--- config.mk ---
export PLATFORM = sky130hd
export DESIGN_NAME = ofdm_frame_deframer_flat
export DESIGN_NICKNAME = d
export VERILOG_FILES = /design/src/rtl/ofdm_frame_deframer_pkg.sv /design/src/rtl/ofdm_frame_deframer_if.sv /design/src/rtl/ofdm_frame_deframer_fch.sv /design/src/rtl/ofdm_frame_deframer.sv /design/src/flat_wrapper.sv
export SDC_FILE = /design/constraint.sdc
export NUM_CORES = 1
export LEC_CHECK = 0
export CORE_MARGIN = 1
export CORE_UTILIZATION = 40
export CTS_CLUSTER_DIAMETER = 40
export DETAILED_ROUTE_END_ITERATION = 10
export DONT_BUFFER_PORTS = 1
export HOLD_SLACK_MARGIN = 0.06
export SYNTH_ARGS = -nofsm -noshare
export SYNTH_HDL_FRONTEND = slang
export SYNTH_SLANG_ARGS = --single-unit
export TNS_END_PERCENT = 1
--- constraint.sdc ---
create_clock -name clk -period 3.5 [get_ports clk]
set_input_delay 0.35 -clock clk [delete_from_list [all_inputs] [get_ports clk]]
set_output_delay 0.35 -clock clk [all_outputs]
set_load 0.02 [all_outputs]
--- src/rtl/ofdm_frame_deframer_pkg.sv ---
// ofdm_frame_deframer shared definitions
// FCH bit map, state encoding, default frame geometry
package ofdm_frame_deframer_pkg;

  localparam int DEF_DATA_SIZE    = 16;
  localparam int DEF_SYMBOLS_SIZE = 256;
  localparam int DEF_CP_LENGHT    = 8;
  localparam int DEF_FCH_TIMEOUT  = 4;

  localparam int B0_REP0   = 7;
  localparam int B0_RSVD   = 6;
  localparam int B0_BM_HI  = 5;
  localparam int B1_FS_HI  = 7;
  localparam int B1_FS_LO  = 4;
  localparam int B1_CI_HI  = 3;
  localparam int B1_CI_LO  = 1;
  localparam int B1_REP1   = 0;
  localparam int B2_RSV_HI = 7;
  localparam int B2_RSV_LO = 4;
  localparam int B2_FS_HI  = 3;

  typedef enum logic {
    ST_IDLE = 1'b0,
    ST_RUN  = 1'b1
  } state_e;

  typedef struct packed {
    logic [7:0] frame_size;
    logic [2:0] coding;
    logic [1:0] repetition;
    logic [5:0] bitmap;
  } fch_t;

  function automatic logic b0_bad(input logic [7:0] b);
    return b[B0_RSVD];
  endfunction

  function automatic logic b2_bad(input logic [7:0] b);
    return |b[B2_RSV_HI:B2_RSV_LO];
  endfunction

endpackage

--- src/rtl/ofdm_frame_deframer_if.sv ---
// ofdm_frame_deframer sample streams
// Time-domain input and FFT-side output bundle
interface ofdm_frame_deframer_if #(
  parameter int DATA_SIZE = 16
);
  logic                 in_valid;
  logic [DATA_SIZE-1:0] in_data_i;
  logic [DATA_SIZE-1:0] in_data_q;
  logic                 fft_valid;
  logic                 fft_first;
  logic                 fft_last;
  logic [DATA_SIZE-1:0] fft_data_i;
  logic [DATA_SIZE-1:0] fft_data_q;
  logic [7:0]           symbol_index;

  modport master (
    output in_valid, in_data_i, in_data_q,
    input  fft_valid, fft_first, fft_last,
    input  fft_data_i, fft_data_q, symbol_index
  );

  modport slave (
    input  in_valid, in_data_i, in_data_q,
    output fft_valid, fft_first, fft_last,
    output fft_data_i, fft_data_q, symbol_index
  );
endinterface

--- src/rtl/ofdm_frame_deframer_fch.sv ---
// ofdm_fch_parser: FCH byte counter and field latches
// Flags a reserved-bit violation on the accepting cycle
module ofdm_fch_parser
  import ofdm_frame_deframer_pkg::*;
(
  input  logic       clk,
  input  logic       rst_n,
  input  logic       clr,
  input  logic       en,
  input  logic       fch_valid,
  input  logic [7:0] fch_data,
  output fch_t       fch,
  output logic       fch_ok,
  output logic       rsvd_err
);

  logic [1:0] cnt_q, cnt_d;
  fch_t       fch_q, fch_d;
  logic       ok_q, ok_d;
  logic       take;

  // accept the first three bytes of a frame and latch fields
  always_comb begin
    cnt_d    = cnt_q;
    fch_d    = fch_q;
    ok_d     = ok_q;
    rsvd_err = 1'b0;
    take     = en && fch_valid && (cnt_q != 2'd3);
    if (clr) begin
      cnt_d = '0;
      fch_d = '0;
      ok_d  = 1'b0;
    end else if (take) begin
      cnt_d = cnt_q + 2'd1;
      unique case (1'b1)
        cnt_q == 2'd0: begin
          fch_d.repetition[0] = fch_data[B0_REP0];
          fch_d.bitmap        = fch_data[B0_BM_HI:0];
          rsvd_err            = b0_bad(fch_data);
        end
        cnt_q == 2'd1: begin
          fch_d.frame_size[3:0] = fch_data[B1_FS_HI:B1_FS_LO];
          fch_d.coding          = fch_data[B1_CI_HI:B1_CI_LO];
          fch_d.repetition[1]   = fch_data[B1_REP1];
        end
        default: begin
          fch_d.frame_size[7:4] = fch_data[B2_FS_HI:0];
          rsvd_err              = b2_bad(fch_data);
          ok_d                  = !b2_bad(fch_data);
        end
      endcase
    end
  end

  // parser state
  always_ff @(posedge clk or negedge rst_n) begin
    if (!rst_n) begin
      cnt_q <= '0;
      fch_q <= '0;
      ok_q  <= 1'b0;
    end else begin
      cnt_q <= cnt_d;
      fch_q <= fch_d;
      ok_q  <= ok_d;
    end
  end

  assign fch    = fch_q;
  assign fch_ok = ok_q;

endmodule

--- src/rtl/ofdm_frame_deframer.sv ---
// ofdm_frame_deframer: CP strip, symbol tagging, frame FSM
// Forwards 256-sample symbols and ends on done/error
module ofdm_frame_deframer
  import ofdm_frame_deframer_pkg::*;
#(
  parameter int DATA_SIZE    = DEF_DATA_SIZE,
  parameter int SYMBOLS_SIZE = DEF_SYMBOLS_SIZE,
  parameter int CP_LENGHT    = DEF_CP_LENGHT,
  parameter int FCH_TIMEOUT  = DEF_FCH_TIMEOUT
) (
  input  logic       clk,
  input  logic       rst_n,
  input  logic       frame_start,
  ofdm_frame_deframer_if.slave s,
  input  logic       fch_valid,
  input  logic [7:0] fch_data,
  output logic       fch_ok,
  output logic [7:0] frame_size,
  output logic [2:0] coding_indicator,
  output logic [1:0] repetition,
  output logic [5:0] subchannel_bitmap,
  output logic       done_receive,
  output logic       frame_error,
  output logic       o_state_rx
);

  localparam int SLEN = CP_LENGHT + SYMBOLS_SIZE;
  localparam int SW   = $clog2(SLEN);
  localparam logic [SW-1:0] S_FIRST = SW'(CP_LENGHT);
  localparam logic [SW-1:0] S_LAST  = SW'(SLEN - 1);
  localparam logic [7:0]    TMO     = 8'(FCH_TIMEOUT);

  state_e               state_q, state_d;
  logic [SW-1:0]        samp_q, samp_d;
  logic [7:0]           sym_q, sym_d;
  logic                 fv_q, fv_d;
  logic                 ff_q, ff_d;
  logic                 fl_q, fl_d;
  logic [DATA_SIZE-1:0] di_q, di_d;
  logic [DATA_SIZE-1:0] dq_q, dq_d;
  logic [7:0]           idx_q, idx_d;
  logic                 done_q, done_d;
  logic                 err_q, err_d;
  logic                 start, run, take;
  logic                 past_end, done_hit, tmo_hit;
  fch_t                 fch;
  logic                 rsvd_err;

  ofdm_fch_parser u_fch (
    .clk       (clk),
    .rst_n     (rst_n),
    .clr       (start),
    .en        (run),
    .fch_valid (fch_valid),
    .fch_data  (fch_data),
    .fch       (fch),
    .fch_ok    (fch_ok),
    .rsvd_err  (rsvd_err)
  );

  // sample/symbol counting, forwarding and frame end decisions
  always_comb begin
    state_d  = state_q;
    samp_d   = samp_q;
    sym_d    = sym_q;
    fv_d     = 1'b0;
    ff_d     = 1'b0;
    fl_d     = 1'b0;
    di_d     = di_q;
    dq_d     = dq_q;
    idx_d    = idx_q;
    done_d   = 1'b0;
    err_d    = 1'b0;
    start    = (state_q == ST_IDLE) && frame_start;
    run      = (state_q == ST_RUN);
    take     = run && s.in_valid;
    past_end = fch_ok && (sym_q > fch.frame_size);
    if (start) begin
      state_d = ST_RUN;
      samp_d  = s.in_valid ? SW'(1) : '0;
      sym_d   = '0;
    end
    if (take) begin
      if (samp_q == S_LAST) begin
        samp_d = '0;
        if (sym_q != 8'hFF) sym_d = sym_q + 8'd1;
      end else begin
        samp_d = samp_q + SW'(1);
      end
      if (samp_q >= S_FIRST && !past_end) begin
        fv_d  = 1'b1;
        ff_d  = (samp_q == S_FIRST);
        fl_d  = (samp_q == S_LAST);
        di_d  = s.in_data_i;
        dq_d  = s.in_data_q;
        idx_d = sym_q;
      end
    end
    done_hit = run && fch_ok &&
               ({1'b0, sym_d} >= ({1'b0, fch.frame_size} + 9'd1));
    tmo_hit  = run && !fch_ok && (sym_d == TMO);
    if (run && rsvd_err) begin
      err_d   = 1'b1;
      state_d = ST_IDLE;
    end else if (done_hit) begin
      done_d  = 1'b1;
      state_d = ST_IDLE;
    end else if (tmo_hit) begin
      err_d   = 1'b1;
      state_d = ST_IDLE;
    end
  end

  // frame FSM and registered outputs
  always_ff @(posedge clk or negedge rst_n) begin
    if (!rst_n) begin
      state_q <= ST_IDLE;
      samp_q  <= '0;
      sym_q   <= '0;
      fv_q    <= 1'b0;
      ff_q    <= 1'b0;
      fl_q    <= 1'b0;
      di_q    <= '0;
      dq_q    <= '0;
      idx_q   <= '0;
      done_q  <= 1'b0;
      err_q   <= 1'b0;
    end else begin
      state_q <= state_d;
      samp_q  <= samp_d;
      sym_q   <= sym_d;
      fv_q    <= fv_d;
      ff_q    <= ff_d;
      fl_q    <= fl_d;
      di_q    <= di_d;
      dq_q    <= dq_d;
      idx_q   <= idx_d;
      done_q  <= done_d;
      err_q   <= err_d;
    end
  end

  assign s.fft_valid        = fv_q;
  assign s.fft_first        = ff_q;
  assign s.fft_last         = fl_q;
  assign s.fft_data_i       = di_q;
  assign s.fft_data_q       = dq_q;
  assign s.symbol_index     = idx_q;
  assign frame_size         = fch.frame_size;
  assign coding_indicator   = fch.coding;
  assign repetition         = fch.repetition;
  assign subchannel_bitmap  = fch.bitmap;
  assign done_receive       = done_q;
  assign frame_error        = err_q;
  assign o_state_rx         = (state_q == ST_RUN);

endmodule

--- src/flat_wrapper.sv ---
// flat-port wrapper written by rule: the top's interface ports become plain ports
module ofdm_frame_deframer_flat import ofdm_frame_deframer_pkg::*;
#(
  parameter int DATA_SIZE    = DEF_DATA_SIZE,
  parameter int SYMBOLS_SIZE = DEF_SYMBOLS_SIZE,
  parameter int CP_LENGHT    = DEF_CP_LENGHT,
  parameter int FCH_TIMEOUT  = DEF_FCH_TIMEOUT
)
  (clk, rst_n, frame_start, fch_valid, fch_data, fch_ok, frame_size, coding_indicator, repetition, subchannel_bitmap, done_receive, frame_error, o_state_rx, s_in_valid, s_in_data_i, s_in_data_q, s_fft_valid, s_fft_first, s_fft_last, s_fft_data_i, s_fft_data_q, s_symbol_index);
  ofdm_frame_deframer_if #(.DATA_SIZE(DATA_SIZE)) s_i ();
  input  logic clk;
  input  logic rst_n;
  input  logic frame_start;
  input  logic fch_valid;
  input  logic [7:0] fch_data;
  output logic fch_ok;
  output logic [7:0] frame_size;
  output logic [2:0] coding_indicator;
  output logic [1:0] repetition;
  output logic [5:0] subchannel_bitmap;
  output logic done_receive;
  output logic frame_error;
  output logic o_state_rx;
  input wire logic [$bits(s_i.in_valid)-1:0] s_in_valid;
  input wire logic [$bits(s_i.in_data_i)-1:0] s_in_data_i;
  input wire logic [$bits(s_i.in_data_q)-1:0] s_in_data_q;
  output wire logic [$bits(s_i.fft_valid)-1:0] s_fft_valid;
  output wire logic [$bits(s_i.fft_first)-1:0] s_fft_first;
  output wire logic [$bits(s_i.fft_last)-1:0] s_fft_last;
  output wire logic [$bits(s_i.fft_data_i)-1:0] s_fft_data_i;
  output wire logic [$bits(s_i.fft_data_q)-1:0] s_fft_data_q;
  output wire logic [$bits(s_i.symbol_index)-1:0] s_symbol_index;
  assign s_i.in_valid = s_in_valid;
  assign s_i.in_data_i = s_in_data_i;
  assign s_i.in_data_q = s_in_data_q;
  assign s_fft_valid = s_i.fft_valid;
  assign s_fft_first = s_i.fft_first;
  assign s_fft_last = s_i.fft_last;
  assign s_fft_data_i = s_i.fft_data_i;
  assign s_fft_data_q = s_i.fft_data_q;
  assign s_symbol_index = s_i.symbol_index;
  ofdm_frame_deframer #(.DATA_SIZE(DATA_SIZE), .SYMBOLS_SIZE(SYMBOLS_SIZE), .CP_LENGHT(CP_LENGHT), .FCH_TIMEOUT(FCH_TIMEOUT)) u_core (.clk(clk), .rst_n(rst_n), .frame_start(frame_start), .s(s_i), .fch_valid(fch_valid), .fch_data(fch_data), .fch_ok(fch_ok), .frame_size(frame_size), .coding_indicator(coding_indicator), .repetition(repetition), .subchannel_bitmap(subchannel_bitmap), .done_receive(done_receive), .frame_error(frame_error), .o_state_rx(o_state_rx));
endmodule
==> impl_metrics.yaml, run 1 <==
floorplan:
  coreArea_sq_um: 9950
  start_util_pct: 41.9
  io-pin-count: 111
  die_area_sq_um: 10800
  die_width_microns: 104
  num_rows: 36
  die_h_microns: 104
pwr:
  p_leak_nw: 2.13
  power_density_nw_per_um2: 702
  combPwrFrac_pct: 24.5
  swShare_pct: 40.5
  pwr-share-seq_pct: 53.0
  p_sw_mw: 1.30
  max-vdd-ir-drop_mv: 0.322
  power.internal_mw: 1.92
  pwr-share-clk_pct: 22.5
clocking:
  cts_max_level: 3
  cts_buffer_depth: 2
  cts_num_sinks: 85
  cts_buffers: 9
  root_buffer: "clkbuf_8"
  cts_tree: "done"
  worstSkewPairLatency_ns: 0.36
  path_clk_slew_ns: 0.10
yosys:
  synthAdderAreaFrac_pct: 6.90
  synth-simple-area-share_pct: 14.8
  synth_compound_area_share_pct: 10.8
  async_flop_share_pct: 100
  yosys.area.top_type: "dfrtp_1"
  netlist_area_sq_um: 4170
  synth_nets: 456
  yosys-top-cells-area: "dfrtp_1 (51%), mux2_2 (11%), ha_1 (6.9%)"
  syn_avg_cell_area_sq_um: 10.7
  synth_ff_type: "dfrtp_1"
  ys_seq_elements: 85
  synth_cell_types: 45
  synth_top_family_by_area: "simple AND/OR/NAND/NOR gates"
  synth_cells: 388
  yosysTopAreaCellShare_pct: 51.0
  muxShareOfSynthArea_pct: 11.5
  yosysWarnings: 0
  synth_edf_count: 0
  yosysSeqAreaShare_pct: 51.0
  synth-xor-area-share_pct: 2.10
min_path:
  whs_path_depth: 2
  hp-class: "in2reg"
  hold_end: "u_core.u_fch.fch[5]"
  hp-start: "fch_data[5]"
route:
  ant_nets: 0
  wl_per_cell_microns: 17.1
  finalWirelength_microns: 9080
  drc: 0
  via_per_inst: 5.35
  drtIter0Drc: 113
  first_pass_iters: 4
  vias: 2846
sta:
  setup_viol: 0
  period_minus_slack_ns: 3.31
  tns_ns: 0
  relSlewSlack_pct: 63.2
  worst_pin_slew_ns: 0.551
  skew_ns: 0.0140
  report.final.slew_viol_count: 0
  finalHoldViolCount: 0
  post-route-period-util_pct: 94.7
  grt_setup_unrepaired: "no"
  clock.fmax_mhz: 302
finish:
  final_common_cell: "dfrtp_1"
  final_cell_mix: "dfrtp_1 (85), nand2_1 (54), mux2_2 (40), a21oi_1 (24), ha_1 (23)"
  instances_no_fill: 532
  diodes: 0
  area_growth_syn_to_layout_pct: 10.1
  fin_nets: 462
  layout-drive-gt1-share_pct: 19.0
  n_fill_cell: 925
setup_path:
  crit_type: "reg2reg"
  max_stage_delay_ns: 0.55
  cp_cell_sequence: "or4_4 -> or3_4 -> a31oi_4 -> nor2_1 -> a21o_1 -> inv_1 -> ha_1 -> nand2b_1 -> a211oi_2 -> o21ai_1 -> a221oi_1 -> a311o_1 -> o2111a_1"
  cp.required_ns: 3.80
  path_delay_family: "compound AO/OA/AOI/OAI gates"
  rr_worst_depth: 13
  rrSetupSlack_ns: 0.19
  worst-path-buf-inv: 1
  path_max_fanout: 5
  rr_endpoint: "u_core.o_state_rx"
  critPathLaunchType: "register"
  crit_arrival_ns: 3.61
  cp-end-kind: "register"
  rr_startpoint: "u_core.samp_q[4]"
  cpMaxStageDelayCell: "or4_4"
grt:
  grt_pass1_vias: 2957
  grt_pass1_wl_microns: 15000
  overflow: 0
  antenna_found_initial: 0
  grt_use_total_pct: 17.4
  grt_start_max_net_pins: 86
status:
  status: "finished clean"
placed_design:
  dp_hpwl_microns: 6560
  gp_congestion: 0.778
  port_buffers: 0
  dpl.cell_count: 512
flow_run:
  drv_cap: 0
-- area by class of cell --
class	count	area (sq um)	share of cell area, %
Timing Repair Buffer	8	82.6	1.80
Sequential cell	85	2130	46.3
Clock buffer	9	124	2.70
Multi-Input combinational cell	273	1950	42.4
Tap cell	133	166	3.63
Clock inverter	7	78.8	1.72
Inverter	17	63.8	1.39
-- state kept, by name, summed over array words and instances (netlist names), 2 cells and up --
signal / count
u_core.s.fft_data_q: 16
u_core.u_fch.fch: 19
u_core.sym_q: 8
u_core.u_fch.cnt_q: 2
u_core.s.fft_data_i: 16
u_core.samp_q: 9
u_core.s.symbol_index: 8
-- per-stage QoR --
step / instance area, sq um / setup slack, ns / power (mW) / hold WS (ns) / utilization [%]
3_3_place_gp: 4320 / 0.112 / 2.46 / 0.0562 / 43.4
2_1_floorplan: 4170 / 0.303 / 2.28 / 0.0544 / -
4_1_cts: 4560 / 0.00830 / 3.25 / 0.0885 / 45.8
5_1_grt: 4590 / 0.0215 / 3.45 / 0.0761 / 46.1
3_5_place_dp: 4320 / 0.0541 / 2.50 / 0.0559 / 43.4
6_report: 4590 / 0.186 / 3.22 / 0.102 / 46.1
-- Yosys cell counts (3+ instances only) --
cell type and number:
dfrtp_1 85, nand2_1 54, mux2_2 40, a21oi_1 24, ha_1 23, o21ai_0 19
inv_1 17, nor2_1 16, nand3_1 14, clkbuf_1 12, xnor2_1 9, nand4_1 6
and3_1 5, nor3_1 5, nor4_1 5, o31ai_1 5, a21o_1 4, and2_1 4
and3_2 3, mux2i_1 3, nand2b_1 3, o211ai_1 3
-- kinds of logic after synthesis --
| logic type | Yosys count |
|---|---|
| multiplexers | 43 |
| flip-flops | 85 |
| XOR/XNOR | 10 |
| AND/OR/NAND/NOR | 127 |
| buffers and inverters | 30 |
| AO/OA/AOI/OAI | 70 |
| adder cells (fa/ha/maj) | 23 |
-- timing repair --
| action | 4_1_cts | 5_1_grt |
|---|---|---|
| setup endpoints to repair | 0 | 2 |
| hold buffers | 2 | 0 |
| buffers inserted | 0 | 2 |
| hold endpoints to repair | 85 | 0 |
| gates resized for setup | 0 | 5 |
-- how the worst max path moves through the flow --
stage,from,endpoint,slack [ns],cells after the start
6_report,u_core.samp_q[4],u_core.o_state_rx,0.19,13
5_1_grt,u_core.samp_q[4],u_core.o_state_rx,0.02,13
3_5_place_dp,u_core.samp_q[4],u_core.o_state_rx,0.05,13
2_1_floorplan,u_core.samp_q[4],u_core.o_state_rx,0.30,14
4_1_cts,u_core.samp_q[4],u_core.o_state_rx,0.008,13
3_3_place_gp,u_core.samp_q[4],u_core.o_state_rx,0.11,13
-- layer usage --
layer / vias to the layer above / track usage [%] / share of wire, %
li1: 1382 / - / -
met2: 88 / 27.2 / 47
met5: - / 0 / 0
met1: 1367 / 22.2 / 44
met4: 0 / 6.63 / 1.0
met3: 9 / 6.20 / 7.7
-- power by group through the flow --
stage / sequential (mW) / combinational (mW) / clock [mW]
after floorplan: 1.67 / 0.604 / 0
after global placement: 1.73 / 0.730 / 0
after detailed placement: 1.73 / 0.765 / 0
after CTS: 1.72 / 0.791 / 0.744
after global routing: 1.74 / 0.919 / 0.785
final: 1.71 / 0.791 / 0.724
No activity file was read; power rests on OpenSTA's default activity.
==> inputs of run 2 (changes only) <==
--- a/config.mk
+++ b/config.mk
@@ -6,11 +6,12 @@
 export NUM_CORES = 1
 export LEC_CHECK = 0
 export CORE_MARGIN = 1
-export CORE_UTILIZATION = 40
+export CORE_UTILIZATION = 35
 export CTS_CLUSTER_DIAMETER = 40
 export DETAILED_ROUTE_END_ITERATION = 10
 export DONT_BUFFER_PORTS = 1
 export HOLD_SLACK_MARGIN = 0.06
+export SLEW_MARGIN = 5
 export SYNTH_ARGS = -nofsm -noshare
 export SYNTH_HDL_FRONTEND = slang
 export SYNTH_SLANG_ARGS = --single-unit
==> run 2 against run 1 <==
The run now ends with design-rule violations left. Global-route usage down 1.6 points. Power increased by 4.1%. Worst setup slack improved by 0.016 ns. Die area up 14%.
==> impl_metrics.yaml, run 2 (same netlist as run 1, synthesis figures left out) <==
sta:
  report.final.slew_viol_count: 0
  whs_ns: 0.132
  worst_pin_slew_ns: 0.548
  clock.fmax_mhz: 303
  skew_ns: 0.00754
  relSlewSlack_pct: 63.3
  period_minus_slack_ns: 3.30
  finalHoldViolCount: 0
  grt_setup_unrepaired: "no"
  post-route-period-util_pct: 94.2
  setup_viol: 0
  tns_ns: 0
clocking:
  cts_buffers: 9
  path_clk_slew_ns: 0.06
  cts_max_level: 3
  cts_buffer_depth: 2
  cts_num_sinks: 85
  root_buffer: "clkbuf_16"
  cts_tree: "done"
  worstSkewPairLatency_ns: 0.34
floorplan:
  coreArea_sq_um: 11500
  start_util_pct: 36.2
  num_rows: 39
  die_h_microns: 111
  die_area_sq_um: 12400
  die_width_microns: 111
  io-pin-count: 111
setup_path:
  cp.required_ns: 3.78
  critPathLaunchType: "register"
  crit_type: "reg2reg"
  path_max_fanout: 8
  crit_arrival_ns: 3.58
  cp-end-kind: "register"
  rrSetupSlack_ns: 0.20
route:
  wl_per_cell_microns: 17.0
  drtIter0Drc: 164
  drc: 8
  vias: 2902
  finalWirelength_microns: 9170
  ant_nets: 0
  via_per_inst: 5.36
  first_pass_iters: 7
grt:
  met1_usage_pct: 20.2
  overflow: 0
  grt.busiest_layer: "met2"
  grt_pass1_vias: 2990
  grt_use_total_pct: 15.8
  grt.met3_usage_pct: 5.08
  grt_pass1_wl_microns: 15300
  grt_start_max_net_pins: 86
  antenna_found_initial: 0
  grt_util_met2_pct: 25.3
finish:
  instances_no_fill: 541
  fin_nets: 461
  area_growth_syn_to_layout_pct: 11.4
  final_common_cell: "dfrtp_1"
  largest_reg_flops: 19
  layout-drive-gt1-share_pct: 18.1
  final_cell_mix: "dfrtp_1 (85), nand2_1 (54), mux2_2 (40), a21oi_1 (24), ha_1 (23)"
  diodes: 0
pwr:
  p_leak_nw: 2.14
  finalPower_mw: 3.36
  power_density_nw_per_um2: 723
  max-vdd-ir-drop_mv: 0.416
flow_run:
  drv_cap: 0
status:
  violations: "design-rule violations"
  status: "finished, violations left"
placed_design:
  dp_hpwl_microns: 6650
  dpl.cell_count: 522
  port_buffers: 0
  gp_congestion: 0.811
min_path:
  hp-class: "in2reg"
-- run 2: metrics by stage --
| step | setup slack, ns | instance area, sq um | utilization [%] |
|---|---|---|---|
| 3_3_place_gp | 0.162 | 4330 | 37.6 |
| 2_1_floorplan | 0.303 | 4170 | - |
| 5_1_grt | 0.0256 | 4640 | 40.3 |
| 3_5_place_dp | 0.115 | 4330 | 37.6 |
| 6_report | 0.202 | 4640 | 40.3 |
| 4_1_cts | 0.0971 | 4630 | 40.2 |
-- run 2: critical path, stage by stage, from the launching register on --
cell and delay (ns):
dfrtp_1 0.40, or4_4 0.57, or2_2 0.40, o311ai_0 0.42
o21ai_0 0.27, ha_1 0.37, a21o_1 0.18, a221oi_1 0.27
a311o_1 0.18, o2111a_1 0.17
-- run 2: worst paths after layout --
| path | cells past startpoint | end | from |
|---|---|---|---|
| hold / removal | 2 | u_core.u_fch.fch[4] | fch_data[4] |
| setup reg to reg | 9 | u_core.o_state_rx | u_core.samp_q[4] |
| min in group asynchronous | 2 | u_core.samp_q[8] | rst_n |
| max in group asynchronous | 2 | u_core.s.fft_data_i[13] | rst_n |
| setup / recovery | 9 | u_core.o_state_rx | u_core.samp_q[4] |
| hold reg to reg | 1 | u_core.samp_q[5] | u_core.samp_q[5] |
-- run 2: timing repair --
action,CTS,global route
endpoints found under the hold margin,85,0
setup buffers,0,1
hold buffers,2,0
setup endpoints to repair,0,2
gates resized for setup,0,3
-- run 2: per-layer routing --
metal / vias up / wire, microns / share of wire, %
met4: 0 / 144 / 1.6
met2: 79 / 4410 / 48
met3: 12 / 556 / 6.1
li1: 1383 / - / -
met5: - / 0 / 0
met1: 1428 / 4060 / 44
-- run 2: where the power goes --
| part | leakage, nW | internal [mW] | total (mW) | switching (mW) |
|---|---|---|---|---|
| registers | 1.15 | 1.23 | 1.71 | 0.489 |
| logic | 0.868 | 0.357 | 0.789 | 0.432 |
| clock network | 0.123 | 0.479 | 0.853 | 0.375 |
-- run 2: area by class of cell --
class | instances | area (sq um)
clock buffer | 12 | 236
clock inverter | 4 | 25.0
fill | 1134 | 6870
inverter | 17 | 63.8
multi-input combinational | 273 | 1940
sequential | 85 | 2130
tap | 143 | 179
timing repair buffer | 7 | 75.1
